## src/rtl/fetch_unit.sv

```systemverilog
// Instruction fetch front end: PC, credit-limited imem requests, instruction FIFO.
// Optional FETCH_PERF_EN adds perf_fetched / perf_bubbles counters.
module fetch_unit #(
  parameter logic [31:0] RESET_PC   = 32'h0000_0000,
  parameter int          FIFO_DEPTH = 2
) (
  input  logic        clk,
  input  logic        rst,
  output logic        imem_req_valid,
  input  logic        imem_req_ready,
  output logic [31:0] imem_req_addr,
  input  logic        imem_rsp_valid,
  input  logic [31:0] imem_rsp_data,
  input  logic        redirect_valid,
  input  logic [31:0] redirect_pc,
  input  logic        stall,
  output logic        inst_valid,
  output logic [31:0] inst,
  output logic [31:0] inst_pc
`ifdef FETCH_PERF_EN
  ,
  output logic [31:0] perf_fetched,
  output logic [31:0] perf_bubbles
`endif
);

  localparam int AW = $clog2(FIFO_DEPTH);
  localparam int CW = AW + 1;

  typedef struct packed {
    logic [31:0] word;
    logic [31:0] pc;
  } entry_t;

  logic [31:0]   pc;
  logic [CW-1:0] outstanding;
  logic [CW-1:0] discard;

  entry_t        fifo_q [FIFO_DEPTH];
  logic [CW-1:0] f_wr;
  logic [CW-1:0] f_rd;
  logic [CW-1:0] f_cnt;

  logic [31:0]   tq [FIFO_DEPTH];
  logic [CW-1:0] t_wr;
  logic [CW-1:0] t_rd;

  logic [CW:0]   occ;
  logic          credit_ok;
  logic          accept;
  logic          rsp_keep;
  logic          rsp_drop;
  logic          push;
  logic          pop;
  logic [CW-1:0] out_dec;
  logic [31:0]   redir_tgt;

  assign f_cnt     = f_wr - f_rd;
  assign occ       = (CW+1)'(outstanding) + (CW+1)'(f_cnt);
  assign credit_ok = occ < (CW+1)'(FIFO_DEPTH);

  // Gate with rst so requests are quiet while reset is held
  assign imem_req_valid = rst && credit_ok && !redirect_valid;
  assign imem_req_addr  = pc;

  assign accept   = imem_req_valid && imem_req_ready;
  assign rsp_keep = imem_rsp_valid && (discard == '0);
  assign rsp_drop = imem_rsp_valid && (discard != '0);
  assign push     = rsp_keep && !redirect_valid;

  assign inst_valid = (f_cnt != '0) && !redirect_valid;
  assign inst       = fifo_q[f_rd[AW-1:0]].word;
  assign inst_pc    = fifo_q[f_rd[AW-1:0]].pc;
  assign pop        = inst_valid && !stall;

  assign out_dec   = outstanding - CW'(imem_rsp_valid);
  assign redir_tgt = redirect_pc & 32'hFFFF_FFFC;

  always_ff @(posedge clk or negedge rst) begin
    if (!rst) begin
      pc          <= RESET_PC;
      outstanding <= '0;
      discard     <= '0;
      t_wr        <= '0;
      t_rd        <= '0;
      for (int i = 0; i < FIFO_DEPTH; i++) begin
        tq[i] <= '0;
      end
    end else if (redirect_valid) begin
      // Everything still in flight belongs to the old path
      pc          <= redir_tgt;
      outstanding <= out_dec;
      discard     <= out_dec;
      t_wr        <= '0;
      t_rd        <= '0;
    end else begin
      outstanding <= out_dec + CW'(accept);
      if (rsp_drop) discard <= discard - 1'b1;
      if (accept) begin
        pc              <= pc + 32'd4;
        tq[t_wr[AW-1:0]] <= pc;
        t_wr            <= t_wr + 1'b1;
      end
      if (rsp_keep) t_rd <= t_rd + 1'b1;
    end
  end

  always_ff @(posedge clk or negedge rst) begin
    if (!rst) begin
      f_wr <= '0;
      f_rd <= '0;
      for (int i = 0; i < FIFO_DEPTH; i++) begin
        fifo_q[i] <= '0;
      end
    end else if (redirect_valid) begin
      f_wr <= '0;
      f_rd <= '0;
    end else begin
      if (push) begin
        fifo_q[f_wr[AW-1:0]] <= '{word: imem_rsp_data,
                                  pc:   tq[t_rd[AW-1:0]]};
        f_wr <= f_wr + 1'b1;
      end
      if (pop) f_rd <= f_rd + 1'b1;
    end
  end

`ifdef FETCH_PERF_EN
  always_ff @(posedge clk or negedge rst) begin
    if (!rst) begin
      perf_fetched <= '0;
      perf_bubbles <= '0;
    end else begin
      if (pop) perf_fetched <= perf_fetched + 32'd1;
      if (!inst_valid && !stall) perf_bubbles <= perf_bubbles + 32'd1;
    end
  end
`endif

endmodule

```

## config.mk

```make
export PLATFORM = sky130hd
export DESIGN_NAME = fetch_unit
export DESIGN_NICKNAME = d
export VERILOG_FILES = /design/src/rtl/fetch_unit.sv
export SDC_FILE = /design/constraint.sdc
export NUM_CORES = 1
export LEC_CHECK = 0
export ABC_CLOCK_PERIOD_IN_PS = 5000
export BUFFER_PORTS_ARGS = -buffer_cell sky130_fd_sc_hd__buf_4
export CAP_MARGIN = 5
export CORE_UTILIZATION = 60
export CTS_CLUSTER_DIAMETER = 200
export CTS_CLUSTER_SIZE = 12
export DETAILED_ROUTE_END_ITERATION = 8
export HOLD_SLACK_MARGIN = 0.05
export PLACE_DENSITY = 0.84
export SYNTH_ARGS = -nofsm -noshare
export SYNTH_HDL_FRONTEND = slang
export SYNTH_SLANG_ARGS = --single-unit
```

## constraint.sdc

```tcl
create_clock -name clk -period 5 [get_ports clk]
set_input_delay 1.5 -clock clk [delete_from_list [all_inputs] [get_ports clk]]
set_output_delay 1.5 -clock clk [all_outputs]
set_load 0.005 [all_outputs]
```

==> impl_metrics.yaml, run 1 <==
floorplanning:
  coreArea_um2: 16500
  die_w_um: 132
  io_pins: 168
  die_y_um: 132
  num_rows: 47
  initial_core_util_pct: 61.4
  dieArea_um2: 17400
sta:
  tightestPinTransition_ps: 990
  finalCritPeriodShare_pct: 79.9
  fmax_mhz: 250
  hold_slack_ps: 471
  tns_ps: 0
  timing.final.ws_setup_ps: 1000
  finalCriticalPeriod_ps: 4000
  rsz0062_at_grt: "false"
  slew_headroom_pct: 34.0
  setup_viol: 0
  hold_violations: 0
  slew_violations: 0
  finClkSkew_ps: 24.6
routing:
  ant_nets: 0
  post_drt_wl_per_cell_um: 18.0
  wirelength_mm: 21.7
  firstDrtPassIters: 4
  vias_per_cell: 5.83
  drc: 0
  drt_iter0_drc: 386
  vias: 7037
clock_tree:
  tritoncts: "built"
  clk_pin_slew_ps: 50
  post_cts_buffers: 0
  cts_repair_resize_count: 0
  cts_buffer_depth: 3
  htreeDepth: 1
  ctsHoldBuffers: 0
  root_buffer: "clkbuf_16"
  cts_buffers: 22
  cts.sink_count: 224
  clk-insertion-delay-late_ps: 500
power_and_ir_drop:
  p_per_area_nw_per_um2: 574
  p_total_mw: 6.95
  peakVddDrop_mv: 0.275
  leakage_nw: 5.59
yosys:
  avgSynthCellArea_um2: 12.0
  yosys.area.top_type_share_pct: 55.2
  ys_seq_area_share_pct: 55.2
  synth_fa_ha_area_share_pct: 0.813
  synth_compound_area_share_pct: 7.27
  synth_area_leader_cell: "dfrtp_1"
  synth-xor-area-share_pct: 0.912
  synth_ff_type: "dfrtp_1"
  synth-seq-cells: 224
  synth-async-reset-ratio_pct: 100
  synth_common_cells: "224 x dfrtp_1, 182 x mux2_2, 70 x nand2_1"
  muxShareOfSynthArea_pct: 23.6
  synth.distinct_cells: 42
  synth.cell_area_um2: 10200
  yosysWarnings: 0
  synth_top_family_by_area: "multiplexers"
  syn_inst: 844
  synth-simple-area-share_pct: 9.23
  synthMostInstantiatedCell: "dfrtp_1"
  synth-edff-count: 0
  synthTopCellsByArea: "dfrtp_1 55%, mux2_2 20%, mux2i_1 3.5%, o21ai_0 2.7%, nand2_1 2.6%"
critical_path:
  r2r_setup_slack_ps: 1170
  regToRegEndpoint: "tq[2]"
  cpMostUsedCell: "inv_1"
  cp.depth: 7
  r2r-start: "f_wr[0]"
  critical_path.startpoint: "f_wr[0]"
  cp_slowest_cell: "fa_1"
  path_max_fanout: 4
  crit_buf_inv: 3
  crit_path_end: "imem_req_valid"
  reg2regPathDepth: 10
  cpPeakStageDelay_ps: 520
  crit_required_ps: 3500
  crit_path_start_kind: "register"
  critical_path.top_delay_family: "adder cells"
  worstPathCellList: "inv_1, ha_1, xnor3_1, fa_1, nand4b_1, inv_1, buf_4"
  path_class: "register to output pin"
  end_kind: "output pin"
  critPathArrivalTime_ps: 2500
grt:
  grt_pass1_vias: 7148
  grt-ovfl-total: 0
  grt_pass1_wl_mm: 35.8
  antenna_found_initial: 0
  grt_util_all_layers_pct: 25.7
  grt_max_degree: 93
placement:
  post-place-ws_ps: 845
  globalplace.congestion: 0.799
  portBuffers: 161
  placed_area_um2: 11500
  dp_hpwl_mm: 14.1
final_layout:
  drive_above_1_share_pct: 39.4
  nets: 1063
  seq_area_um2: 5610
  final_area_um2: 12100
  multi_input_area_um2: 4280
  fillers: 1156
  diodes: 0
  areaGrowthSynthToFinish_pct: 19.4
min_path:
  hp-class: "register to register"
  holdCritStartpoint: "fifo_q[2]"
run_status:
  outcome: "finished clean"
job:
  cap_violations: 0
## stage by stage
step / std cells / utilization (%)
2_1_floorplan: 847 / -
3_3_place_gp: 1183 / 69.7
3_5_place_dp: 1183 / 69.7
4_1_cts: 1208 / 73.3
5_1_grt: 1208 / 73.3
6_report: 1208 / 73.3
## kinds of logic (layout without fill, tap and decap cells)
kind of cell / after synthesis / count (layout)
simple gates: 195 / 195
fa+ha+maj: 6 / 6
flops: 224 / 224
xor+xnor: 9 / 9
buf+inv: 68 / 209
other cells: 1 / 4
mux: 217 / 217
compound gates: 124 / 124
## how the worst min path moves through the flow
stage                       endpoint  slack, ps  depth (start not counted)
after floorplan           fifo_q[10]        440                          2
after global placement    fifo_q[27]        450                          2
after detailed placement  fifo_q[11]        470                          2
after CTS                  fifo_q[2]        480                          2
after global routing      fifo_q[27]        500                          2
final                      fifo_q[2]        470                          2
## sequential cells by signal, indices dropped and copies added (netlist names)
signal	cells
tq	60
f_rd	2
fifo_q	124
t_wr	1
outstanding	2
f_wr	2
imem_req_addr	30
discard	2
t_rd	1
## cell usage in the layout, fill, tap and decap left out, types with 21 or more instances in the layout
cell type  count
dfrtp_1      222
mux2_2       182
buf_4        168
nand2_1       70
o21ai_0       54
nor2_1        54
mux2i_1       35
a21oi_1       35
clkbuf_16     23
nand3_1       21
## final cells by class
cell class,instances,area share [%]
Inverter,14,0.434
Timing Repair Buffer,170,10.7
Sequential cell,224,46.3
Multi-Input combinational cell,555,35.3
Clock inverter,1,0.248
Clock buffer,24,4.78
Tap cell,220,2.27
## worst min-delay path, delay by kind of cell, from the launching register on
| family | cells | cell delay [ps] |
|---|---|---|
| DFF | 1 | 330 |
| AOI/OAI and AO/OA | 1 | 60 |
| and+or+nand+nor | 1 | 40 |
## layer usage
layer / GRT usage (%) / routed length [µm]
met1: 33.7 / 9210
met2: 43.9 / 10900
met3: 3.69 / 1070
met4: 9.37 / 580
met5: 0 / 0
## power by group
| group | leakage, nW | internal (mW) | switching (mW) |
|---|---|---|---|
| logic | 2.46 | 1.49 | 1.02 |
| registers | 2.83 | 2.51 | 0.459 |
| clock network | 0.299 | 0.861 | 0.621 |
Power figures use the tool's default switching activity.
==> inputs of run 2 (changes only) <==
ABC_AREA = 1   (was unset)
ABC_CLOCK_PERIOD_IN_PS = 3700   (was 5000)
CORE_UTILIZATION = 57   (was 60)
PLACE_DENSITY = 0.8   (was 0.84)
clock period = 3.7 ns   (was 5 ns; I/O delays follow)
==> run 2 against run 1 <==
  * Design area up 2.1%
  * Non-clock buffer count up 2
  * Routed wire length up 10%
  * Sequential power up 33%
  * Synthesized cell count up 60%
  * Die area up 8.8%
==> impl_metrics.yaml, run 2 <==
run_status:
  outcome: "finished clean"
floorplanning:
  coreArea_um2: 18000
  die_y_um: 138
  num_rows: 49
  io_pins: 168
  initial_core_util_pct: 58.3
  dieArea_um2: 19000
  die_w_um: 138
final_layout:
  final_common_cell: "nand2_1"
  drive_above_1_share_pct: 14.5
  areaGrowthSynthToFinish_pct: 17.8
  fin_util_pct: 68.6
  multi_input_area_um2: 4110
  regMostFlops: "fifo_q"
  fillers: 1511
  largest_reg_flops: 124
  diodes: 0
  final_cell_mix: "592 x nand2_1, 223 x dfrtp_1, 170 x buf_4, 133 x o21ai_0, 116 x inv_1"
  seq_area_um2: 5610
  nets: 1559
sta:
  finClkSkew_ps: 7.91
  hold_slack_ps: 476
  hold_violations: 0
  setup_viol: 0
  fmax_mhz: 277
  slew_violations: 0
  slew_headroom_pct: 35.0
  finalCritPeriodShare_pct: 97.5
  finalCriticalPeriod_ps: 3610
  tightestPinTransition_ps: 974
  tns_ps: 0
  rsz0062_at_grt: "false"
routing:
  post_drt_wl_per_cell_um: 14.0
  vias: 8919
  drt_iter0_drc: 729
  wirelength_mm: 24.0
  ant_nets: 0
  firstDrtPassIters: 5
  vias_per_cell: 5.21
  drc: 0
power_and_ir_drop:
  p_sw_mw: 3.03
  combPwrFrac_pct: 32.6
  peakVddDrop_mv: 0.461
  p_clk_share_pct: 22.9
  internal-power_mw: 5.81
  seq_power_share_pct: 44.5
  leakage_nw: 6.47
  p_per_area_nw_per_um2: 715
  power_switching_share_pct: 34.3
yosys:
  synth-async-reset-ratio_pct: 100
  synthTopCellsByArea: "dfrtp_1 53%, nand2_1 21%, o21ai_0 6.3%, inv_1 4.1%, o21ai_1 3.0%"
  avgSynthCellArea_um2: 7.76
  synth.distinct_cells: 31
  ys_seq_area_share_pct: 53.4
  synth.cell_area_um2: 10500
  yosysWarnings: 0
  synth_area_leader_cell: "dfrtp_1"
  synth-seq-cells: 224
  syn_inst: 1354
  synthMostInstantiatedCell: "nand2_1"
  synth_ff_type: "dfrtp_1"
  yosys.area.top_type_share_pct: 53.4
  synth_common_cells: "592 x nand2_1, 224 x dfrtp_1, 133 x o21ai_0"
  synth-edff-count: 0
clock_tree:
  ctsHoldBuffers: 0
  cts_buffer_depth: 3
  tritoncts: "built"
  clk-insertion-delay-late_ps: 500
  clk_pin_slew_ps: 60
  cts_repair_resize_count: 0
  root_buffer: "clkbuf_16"
  cts_buffers: 22
  htreeDepth: 1
  cts.sink_count: 224
  post_cts_buffers: 0
grt:
  grt-ovfl-total: 0
  grt_max_degree: 179
  grt_pass1_wl_mm: 38.6
  grt_pass1_vias: 7821
  grt_util_all_layers_pct: 25.6
  antenna_found_initial: 0
placement:
  dp_hpwl_mm: 15.2
  portBuffers: 161
  globalplace.congestion: 0.938
min_path:
  hp-class: "register to register"
critical_path:
  crit_path_start_kind: "register"
  end_kind: "output pin"
  critPathArrivalTime_ps: 2500
  crit_required_ps: 2590
  path_max_fanout: 3
  path_class: "register to output pin"
job:
  cap_violations: 0
run 2: kinds of logic (layout without fill, tap and decap cells):
logic type	count (synthesis)	in the layout	synth area share [%]
AO/OA/AOI/OAI	229	229	11.5
XOR/XNOR	7	7	0.584
adder cells (fa/ha/maj)	6	6	0.786
buffers and inverters	190	317	7.65
flip-flops	224	224	53.4
other	1	4	0.0357
AND/OR/NAND/NOR	697	697	26.1
run 2: path summary, 6_finish.rpt:
kind / start / slack [ps] / endpoint / cells after the start
max: f_wr[0] / 90 / imem_req_valid / 7
max reg2reg: f_wr[0] / 640 / tq[36] / 12
min: fifo_q[10] / 480 / fifo_q[10] / 2
max in group asynchronous: rst / 1650 / fifo_q[83] / 3
min reg2reg: fifo_q[10] / 480 / fifo_q[10] / 2
min in group asynchronous: rst / 720 / fifo_q[106] / 2
run 2: power groups by stage:
| stage | combinational, mW | sequential (mW) | clock, mW |
|---|---|---|---|
| after floorplan | 1.74 | 3.85 | 0 |
| final | 2.88 | 3.93 | 2.03 |
| after CTS | 2.91 | 3.93 | 2.06 |
| after global routing | 3.31 | 4.05 | 2.15 |
| after global placement | 2.80 | 3.93 | 0 |
| after detailed placement | 2.88 | 3.96 | 0 |
run 2: stage by stage:
step                      instances  total power, mW  setup WS [ps]  instance area (µm²)
after detailed placement       1688             6.84            625                11800
after floorplan                1357             5.59            870                10500
final                          1713             8.84           92.1                12400
after global placement         1688             6.72            637                11800
after CTS                      1713             8.89           84.8                12400
after global routing           1713             9.51          0.336                12400
run 2: final cells by class:
cell class	instances	area share [%]
sequential	224	45.3
multi-input combinational	943	33.2
timing repair buffer	172	10.6
clock buffer	24	4.68
inverter	120	3.66
tap	229	2.32
clock inverter	1	0.243
run 2: worst max-delay path: stages (launching register included):
cell     delay [ps]
dfrtp_1         350
inv_1            80
ha_1            340
or2_2           310
fa_1            480
nand3_1          80
nor2_2          190
buf_4           150
run 2: per-layer routing:
layer	up-vias	global-route usage, %	share of wire, %
li1	4469	-	-
met1	4132	40.2	48
met2	280	37.5	44
met3	38	2.76	6.0
met4	0	6.76	1.8
met5	-	0	0
